==> config.mk <==
export PLATFORM = sky130hd
export DESIGN_NAME = ceespu_dmem_ctrl
export DESIGN_NICKNAME = d
export VERILOG_FILES = /design/src/rtl/ceespu_pkg.sv /design/src/rtl/ceespu_dmem_ctrl.sv
export SDC_FILE = /design/constraint.sdc
export NUM_CORES = 1
export LEC_CHECK = 0
export ABC_AREA = 1
export BUFFER_PORTS_ARGS = -buffer_cell sky130_fd_sc_hd__buf_2
export CAP_MARGIN = 25
export CORE_ASPECT_RATIO = 1.25
export CORE_MARGIN = 5
export CORE_UTILIZATION = 51
export DETAILED_ROUTE_END_ITERATION = 16
export GPL_TIMING_DRIVEN = 0
export PLACE_DENSITY = 0.86
export SETUP_SLACK_MARGIN = 0.5
export SYNTH_ARGS = -nofsm -noshare
export SYNTH_HDL_FRONTEND = slang
export SYNTH_SLANG_ARGS = --single-unit
==> constraint.sdc <==
create_clock -name clk -period 1.95 [get_ports clk]
set_input_delay 0.0975 -clock clk [delete_from_list [all_inputs] [get_ports clk]]
set_output_delay 0.0975 -clock clk [all_outputs]
set_load 0.05 [all_outputs]
==> src/rtl/ceespu_pkg.sv <==
// ceespu shared constants: data-memory controller state encoding,
// SRAM half selectors and the read write-enable pattern.
package ceespu_pkg;

    localparam logic [1:0] IDLE = 2'd0;
    localparam logic [1:0] LO   = 2'd1;
    localparam logic [1:0] HI   = 2'd2;

    localparam logic HALF_LO = 1'b0;
    localparam logic HALF_HI = 1'b1;

    localparam logic [3:0] WE_READ = 4'b0000;

endpackage

==> src/rtl/ceespu_dmem_ctrl.sv <==
// ceespu data-memory controller: one 32-bit core access split into two
// 16-bit async SRAM phases (low half first), WAIT extra cycles per phase.
// Ports: clk/rst (sync, active-high); core side dmem_e/we/addr/wdata in,
// dmem_rdata/dmem_busy out; SRAM side sram_addr/wdata/ce/we/be out,
// sram_rdata in. Only dmem_busy depends combinationally on an input.
module ceespu_dmem_ctrl
    import ceespu_pkg::*;
#(
    parameter int ADDR_W = 16,
    parameter int WAIT   = 2
) (
    input  logic              clk,
    input  logic              rst,
    input  logic              dmem_e,
    input  logic [3:0]        dmem_we,
    input  logic [ADDR_W-1:0] dmem_addr,
    input  logic [31:0]       dmem_wdata,
    output logic [31:0]       dmem_rdata,
    output logic              dmem_busy,
    output logic [ADDR_W-2:0] sram_addr,
    output logic [15:0]       sram_wdata,
    input  logic [15:0]       sram_rdata,
    output logic              sram_ce,
    output logic              sram_we,
    output logic [1:0]        sram_be
);

    localparam logic [3:0] WAIT4 = 4'(WAIT);

    logic [1:0]        state;
    logic [3:0]        cnt;
    logic [ADDR_W-3:0] word;
    logic [3:0]        we;
    logic [31:0]       wdata;
    logic [15:0]       rdLo;
    logic              isRead;
    logic              isHi;
    logic              unusedAddrBits;

    assign unusedAddrBits = ^dmem_addr[1:0];

    assign isRead = (we == WE_READ);
    assign isHi   = (state == HI);

    assign dmem_busy = (state != IDLE) | dmem_e;

    // SRAM pins are decoded from registered state only.
    always_comb begin
        sram_ce    = 1'b0;
        sram_we    = 1'b0;
        sram_addr  = '0;
        sram_be    = 2'b00;
        sram_wdata = 16'h0000;
        if (state == LO || state == HI) begin
            sram_ce    = 1'b1;
            sram_we    = !isRead;
            sram_addr  = {word, isHi ? HALF_HI : HALF_LO};
            sram_be    = isRead ? 2'b11 : (isHi ? we[3:2] : we[1:0]);
            sram_wdata = isHi ? wdata[31:16] : wdata[15:0];
        end
    end

    always_ff @(posedge clk) begin
        if (rst) begin
            state      <= IDLE;
            cnt        <= 4'd0;
            word       <= '0;
            we         <= WE_READ;
            wdata      <= 32'h0;
            rdLo       <= 16'h0;
            dmem_rdata <= 32'h0;
        end else begin
            case (state)
                IDLE: begin
                    if (dmem_e) begin
                        word  <= dmem_addr[ADDR_W-1:2];
                        we    <= dmem_we;
                        wdata <= dmem_wdata;
                        cnt   <= WAIT4;
                        // Upper-half-only stores skip the low phase.
                        if (dmem_we != WE_READ && dmem_we[1:0] == 2'b00)
                            state <= HI;
                        else
                            state <= LO;
                    end
                end
                LO: begin
                    if (cnt != 4'd0) begin
                        cnt <= cnt - 4'd1;
                    end else begin
                        if (isRead)
                            rdLo <= sram_rdata;
                        cnt <= WAIT4;
                        if (!isRead && we[3:2] == 2'b00)
                            state <= IDLE;
                        else
                            state <= HI;
                    end
                end
                HI: begin
                    if (cnt != 4'd0) begin
                        cnt <= cnt - 4'd1;
                    end else begin
                        // Both halves land together so the core never
                        // sees a half-updated word.
                        if (isRead)
                            dmem_rdata <= {sram_rdata, rdLo};
                        state <= IDLE;
                    end
                end
                default: state <= IDLE;
            endcase
        end
    end

endmodule
; ---- After elaboration in Yosys (flattened, before gate mapping)
; Index checks and enable logic that the tools add are counted.
[word_totals]
out_inout_bits = 68
latch_bits = 0
rom_bits = 0
regBits = 104
mem_bits_rw = 0
n_memories = 0
[op_classes]
div_mod_pow = 0
multipliers = 0
shift = 0
eq_ne = 6
mux = 19
order_cmp = 0
addsub = 1
bitwise_logic = 2
reduce_logical = 17
[op_table]
columns = operator, count
row1 = 2-to-1 mux 16 bit, 2
row2 = 2-to-1 mux 2 bit, 8
row3 = 2-to-1 mux 15 bit, 1
row4 = 2-to-1 mux 4 bit, 3
row5 = case mux 4 bit (3 select lines), 1
row6 = AND reduction 3 bit, 4
row7 = nonzero test 4 bit, 2
row8 = logical NOT 2 bit, 3
row9 = != test 2 bit (second input constant), 3
row10 = case mux 2 bit (3 select lines), 1
row11 = logical NOT 4 bit, 1
row12 = subtractor 4 x 1 -> 4 bit (second input constant), 1
row13 = 2-to-1 mux 1 bit, 3
row14 = nonzero test 3 bit, 1
row15 = == test 2 x 1 -> 1 bit (second input constant), 1
row16 = == test 2 bit (second input constant), 1
row17 = logical AND 1 bit, 2
row18 = != test 2 x 1 -> 1 bit (second input constant), 1
row19 = AND reduction 2 bit, 1
row20 = nonzero test 2 bit, 1
row21 = logical NOT 1 bit, 1
row22 = logical OR 1 bit, 1
row23 = inverter 1 bit, 1
row24 = OR 1 bit, 1

; ---- Logic depth before layout (Yosys ltp)
; Gate-level depths: netlist of run 1.
[depth]
depth_word = 6
ltp_mapped = 9
mapped_depth_nobuf = 9

; ---- Worst setup path after synthesis of run 1
; Ideal clock, no wire load.
[synth_timing]
path_type = flip-flop to output port
start = register state[0]
end = output sram_wdata[10]
n_path_buf = 2
slack_ns = -0.402
arrival_ns = 2.255
stages_incl_launch_ff = 7
path_cell_list = dfxtp_1 inv_1 ha_1 clkbuf_1 clkbuf_1 o21ai_0 nor2_1
[synth_between]
elab_chain_len = 3
word_cells_on_any_way = 5
classes_between = 2 x eq/ne / 2 x mux / 1 x reduce/logical
[synth_lines]
columns = element, line
row1 = "start, declared", ceespu_dmem_ctrl.sv:30  ; logic [1:0] state;
row2 = "start signal, assigned", ceespu_dmem_ctrl.sv:65  ; state <= IDLE;
row3 = "start signal, assigned", ceespu_dmem_ctrl.sv:82  ; state <= HI;
row4 = "start signal, assigned", ceespu_dmem_ctrl.sv:84  ; state <= LO;
row5 = == test 2 bit / == test 2 x 1 -> 1 bit (equally long branches), "ceespu_dmem_ctrl.sv:43, ceespu_dmem_ctrl.sv:54"
row6 = 2-to-1 mux 16 bit / logical OR 1 bit (equally long branches), "ceespu_dmem_ctrl.sv:59, ceespu_dmem_ctrl.sv:54"
row7 = 2-to-1 mux 16 bit (*), ceespu_dmem_ctrl.sv:54  ; if (state == LO || state == HI) begin
row8 = "end, declared", ceespu_dmem_ctrl.sv:21  ; output logic [15:0] sram_wdata,
; Every way passes the cells marked *; elsewhere a longest branch is shown, timed or not.

; ---- Final worst setup path of run 1
[layout_timing]
start = register state[0]
end = output sram_wdata[11]
; The elaborated chain is that of the path after synthesis.

==> results of run 1 <==
## critical path, cell delays in order, from the launching register on
cell and delay [ns]:
dfxtp_2 0.38, inv_4 0.06, ha_4 0.27, clkbuf_16 0.16, clkbuf_16 0.18, o21ai_4 0.07, nor2_4 0.11, buf_8 0.15
## stage by stage
stage	util [%]	power [uW]	setup slack (ns)	hold WS, ns	std cells
after floorplan	-	6940	0.401	0.159	595
after global placement	66.6	7830	0.251	0.303	828
after detailed placement	66.6	7950	0.212	0.306	828
after CTS	79.9	10300	0.120	0.000828	887
after global routing	84.5	11600	0.0344	-0.00369	897
final	84.5	11200	0.0968	-0.00802	898
## cell families after synthesis
kind of cell / after synthesis
buffers and inverters: 72
AND/OR/NAND/NOR: 282
AO/OA/AOI/OAI: 131
flip-flops: 104
adder cells (fa/ha/maj): 6
## power by group through the flow
stage	logic (uW)	clock network, uW	registers [uW]
after CTS	6070	1280	2940
after floorplan	3610	0	3330
after global routing	7180	1410	3060
after global placement	4910	0	2920
final	6840	1310	3030
after detailed placement	5010	0	2940
## synthesized netlist by cell type, drive strengths merged
cell type and count:
dfxtp 104, nand2 37, o21bai 1, a21oi 8
o211ai 1, nand3 7, a31oi 1, o21ai 120
nor2 189, ha 6, clkbuf 19, nand4 1
nor3 48, inv 31, buf 22
## layout by cell type (no fill, tap or decap), types with 8 or more instances in the layout
cell type	synthesis	final
buf_2	13	109
buf_4	3	16
buf_6	1	31
buf_8	3	18
clkbuf_2	0	11
clkbuf_8	0	9
clkinvlp_4	0	16
dfxtp_1	104	102
dlygate4sd3_1	0	35
inv_2	6	8
nand2_1	36	17
nand2_2	1	13
nor2_1	185	159
nor2_2	0	9
nor2_4	2	19
nor3_1	48	29
nor3_2	0	19
o21ai_0	70	53
o21ai_1	50	38
o21ai_2	0	14
o21ai_4	0	15
## worst paths after layout
check,start,end,slack (ns),cells after the start
setup / recovery,state[0],sram_wdata[11],0.1,7
hold / removal,dmem_addr[14],word[12],-0.008,3
setup reg to reg,state[0],dmem_rdata[13],0.38,8
hold reg to reg,cnt[0],cnt[0],0.48,2
## state kept, by name, indices dropped and copies added (netlist names)
signal and count:
wdata 32, rdLo 16, state 2, word 14
cnt 4, dmem_rdata 32, we 4
## area by class of cell
class / instances / area (sq um)
Multi-Input combinational cell: 419 / 2610
Sequential cell: 104 / 2090
Timing Repair Buffer: 188 / 1490
Fill cell: 402 / 1290
Buffer: 41 / 372
Inverter: 31 / 174
Clock buffer: 9 / 124
Tap cell: 97 / 121
Clock inverter: 7 / 60.1
Antenna cell: 2 / 5.00
## layer usage
layer,routed length [um],up-vias,track usage (%),part of all wire (%)
li1,-,2333,-,-
met1,6010,2451,31.7,34
met2,9210,366,53.7,52
met3,1360,96,5.28,7.7
met4,998,0,12.9,5.7
met5,0,-,0,0
## timing repair
| item | 4_1_cts | 5_1_grt |
|---|---|---|
| hold endpoints to repair | 42 | 0 |
| resized for setup | 127 | 102 |
| hold buffers | 35 | 0 |
| gates cloned | 2 | 2 |
| buffers inserted | 6 | 7 |
| setup endpoints to repair | 126 | 126 |
| pin swaps | 23 | 20 |
==> out/summary.txt, run 1 <==
Status = complete, but fails checks
Failing checks = hold timing
Iteration-0 DRC Markers = 352
Share of the synthesized area in the top cell type = 47.5%
Antenna violations before repair = 1
Pre-antenna DRT Iters = 8
Distinct cell type count after synthesis = 26
Yosys warnings = 0
Clock power frac = 11.7%
Number of global-route vias before repair = 5169
Crit end category = output port
Unrepaired setup endpoints after global routing = yes
Io pins = 139
Worst setup SP type = flip-flop
Hpwl dp = 9.40 mm
Simple-gate share of the synthesized area = 27.8%
Initial Util = 52.6%
Period Utilization, post-route = 95.0%
Crit-path max FO = 7
Switching power = 5620 uW
Synth area leaders = dfxtp_1, nor2_1, o21ai_0, o21ai_1, nor3_1
Leak Pwr = 0.00307 uW
Largest net degree at the start of global routing = 20
Synth Cell Area = 4380 sq um
Clock tree root buffer cell = clkbuf_8
Clock Pin Slew Worst Setup and Hold Paths = 0.11 ns
Adder-Cell Fraction of Synth Area = 1.71%
Drt drc = 0
Routed wire length = 17.6 mm
CTS tree = built
Syn avg cell area = 7.37 sq um
Slew Limit Headroom = 70.5%
Worst-Margin Slew = 0.442 ns
Synth Area in XOR/XNOR = 0%
Required @ worst endpoint = 1.85 ns
Port bufs = 136
Max-slew violations = 0
Nets = 871
Row cnt = 37
Worst vdd ir = 1010 uV
Overflow after GRT = 0
Pint = 5560 uW
H-Tree Depth = 3
Total Routing Usage GR = 28.9%
Seq/Total Area, Yosys = 47.5%
Comb power frac = 61.2%
Per-cell routed wire length = 19.6 um
Final hold vios = 1
Achievable frequency = 540 MHz
Leading area contributor after synthesis = dfxtp_1
Worst Hold Class = in -> reg
Crit path time final = 1.85 ns
Post-synthesis cell count = 595
Min Hold Slack = -0.00802 ns
Synthesized flop and latch total = 104
Total die area = 10600 sq um
Height of the chip = 114 um
Worst Path Class, Setup = reg -> out
CTS Buffer Depth = 2
Post-synthesis compound-gate area fraction = 15.1%
Post-route cell area = 7040 sq um
WP data arrival = 1.76 ns
Sw Share = 50.3%
Final setup viols = 0
Syn nets = 672
Antenna-violating nets left = 0
Worst skew pair latency = 0.38 ns
PD cells = 1590 nW/um^2
Vias per cell = 5.84
Placer Congestion = 0.917
Max Cap Viol = 0
Main combinational cell family by area after synthesis = simple AND/OR/NAND/NOR gates
CTS sink count = 104
Vias = 5246
Layout cells sized above 1 = 43.3%
Cts bufs inserted = 9
Core area = 8330 sq um
Register share of total power = 27.1%
Final clock skew = 0.0171 ns
Post-synthesis mux area share = 0%
Area growth from synthesis to layout = 60.7%
First-pass GRT wire length = 24.8 mm
Post-Route Setup TNS = 0 ns
Dpl cell area = 5550 sq um
Die W = 92.9 um
(Power assumes the default switching activity.)
==> run 2: changes to the inputs <==
--- a/config.mk
+++ b/config.mk
@@ -11,9 +11,11 @@
 export CORE_ASPECT_RATIO = 1.25
 export CORE_MARGIN = 5
 export CORE_UTILIZATION = 51
+export CTS_CLUSTER_SIZE = 10
 export DETAILED_ROUTE_END_ITERATION = 16
 export GPL_TIMING_DRIVEN = 0
 export PLACE_DENSITY = 0.86
+export REMOVE_ABC_BUFFERS = 1
 export SETUP_SLACK_MARGIN = 0.5
 export SYNTH_ARGS = -nofsm -noshare
 export SYNTH_HDL_FRONTEND = slang
==> run 2 against run 1 <==
Against the previous run: combinational power hardly changed; global-route usage is 1.5 points higher; count of clock-buffer cells in the layout increased by 3; clock power is 16% higher; final cell count up 1.1%; largest cell class unchanged; final area decreased by 0.64%; clock skew about the same; die area did not move; routed wire length rose by 6.3%; power rose by 1.7%; the run now ends clean; sequential power fell by 2%.
==> out/summary.txt, run 2 (synthesis results as in run 1) <==
Worst setup SP type = flip-flop
Crit end category = output port
Clock Pin Slew Worst Setup and Hold Paths = 0.09 ns
Worst Hold Class = in -> reg
Final Util = 84.0%
Drt drc = 0
Cts bufs inserted = 9
Final-layout fill cell count = 406
Required @ worst endpoint = 1.85 ns
Overflow after GRT = 0
Placer Congestion = 0.831
Final clock skew = 0.0175 ns
Antenna-violating nets left = 0
Crit path time final = 1.91 ns
Hpwl dp = 7.42 mm
Final setup viols = 0
Worst Path Class, Setup = reg -> out
Per-cell routed wire length = 20.6 um
Vias = 5421
Row cnt = 37
H-Tree Depth = 3
Period Utilization, post-route = 97.7%
Max-slew violations = 0
Pre-antenna DRT Iters = 5
Total die area = 10600 sq um
Dpl cells = 789
Height of the chip = 114 um
Top flop regs = dmem_rdata (32), wdata (32), rdLo (16)
Max Cap Viol = 0
Slew Limit Headroom = 57.4%
CP cell instances = buf_4 -> ha_4 -> buf_12 -> inv_8 -> nor2_1 -> nor2_4 -> buf_8
Ant. Diodes = 0
CTS Buffer Depth = 2
Max stage delay on crit path = 0.38 ns
Area growth from synthesis to layout = 59.6%
Worst vdd ir = 796 uV
Worst skew pair latency = 0.38 ns
Vias per cell = 5.97
Total Routing Usage GR = 30.4%
Initial Util = 52.6%
Slowest-stage cell, CP = dfxtp_4
Io pins = 139
Status = completed
Final WS setup = 0.0449 ns
Commonest non-fill, non-tap cell in the layout = nor2_1
Antenna violations before repair = 0
First-pass GRT wire length = 25.6 mm
Crit-path max FO = 16
Most frequent cells in the layout = nor2_1, dfxtp_1, buf_2
Iteration-0 DRC Markers = 441
Leak Pwr = 0.00323 uW
Fin cells = 908
Clock tree root buffer cell = clkbuf_8
WP data arrival = 1.81 ns
PD cells = 1630 nW/um^2
Port bufs = 136
Power consumption = 11400 uW
CTS tree = built
Final hold vios = 0
Unrepaired setup endpoints after global routing = yes
Core area = 8330 sq um
Largest net degree at the start of global routing = 62
CTS sink count = 104
Number of global-route vias before repair = 5217
Worst-Margin Slew = 0.637 ns
Achievable frequency = 525 MHz
Nets = 884
Routed wire length = 18.7 mm
Die W = 92.9 um
Post-Route Setup TNS = 0 ns
Layout cells sized above 1 = 36.3%
Worst slack, placed = -0.694 ns
run 2: cell types whose count changed in the layout (fill, tap and decap cells not counted), moves of 8 or more:
cell | previous run | this run
buf_6 | 31 | 45
nand2_1 | 17 | 29
buf_2 | 109 | 100
o21ai_4 | 15 | 5
clkbuf_2 | 11 | 0
inv_1 | 7 | 20
clkinvlp_4 | 16 | 0
nor2_4 | 19 | 5
o21ai_1 | 38 | 46
dlygate4sd3_1 | 35 | 51
nor2_1 | 159 | 171
buf_8 | 18 | 6
run 2: per-layer routing:
layer / GRT usage, % / up-vias / part of all wire (%) / wire (um)
li1: - / 2368 / - / -
met1: 33.5 / 2484 / 34 / 6360
met2: 53.8 / 461 / 49 / 9240
met3: 7.45 / 108 / 11 / 2070
met4: 15.7 / 0 / 5.4 / 1020
met5: 0 / - / 0 / 0
run 2: layout make-up:
type	count	area, sq um	area share (%)
clock inverters	3	65.1	0.930
clock buffers	12	155	2.22
multi-input cells	426	2420	34.6
repair buffers	234	1980	28.3
repair inverters	1	8.76	0.125
inverters	31	156	2.24
well taps	97	121	1.73
flip-flops and latches	104	2090	29.8
run 2: where the power goes:
part | switching, uW | internal (uW) | total (uW)
logic | 4420 | 2450 | 6870
clock network | 736 | 786 | 1520
registers | 363 | 2610 | 2970
total | 5520 | 5850 | 11400
run 2: final timing paths:
path	end	depth (start not counted)	from	slack (ns)
worst min register to register	cnt[0]	2	cnt[0]	0.49
worst min-delay path	wdata[20]	3	dmem_wdata[20]	0.003
worst max register to register	dmem_rdata[13]	10	state[1]	0.18
worst max-delay path	sram_wdata[14]	7	state[1]	0.04
run 2: timing repair:
action	CTS	global route
hold endpoints to repair	65	0
setup buffers	30	13
endpoints found under the setup margin	140	94
pin swaps	15	31
resized for setup	125	108
cloned	9	1
hold buffers	51	0
run 2: worst max-delay path, delay by kind of cell (launching register included):
family | cells | cell delay [ns]
simple gates | 2 | 0.40
flops | 1 | 0.38
fa+ha+maj | 1 | 0.16
buf+inv | 4 | 0.47
run 2: metrics by stage:
stage	hold WS, ns	instance area, sq um
after floorplan	0.167	4150
after global placement	0.303	4950
after detailed placement	0.305	5000
after CTS	0.00101	6500
after global routing	0.0200	7000
final	0.00288	7000
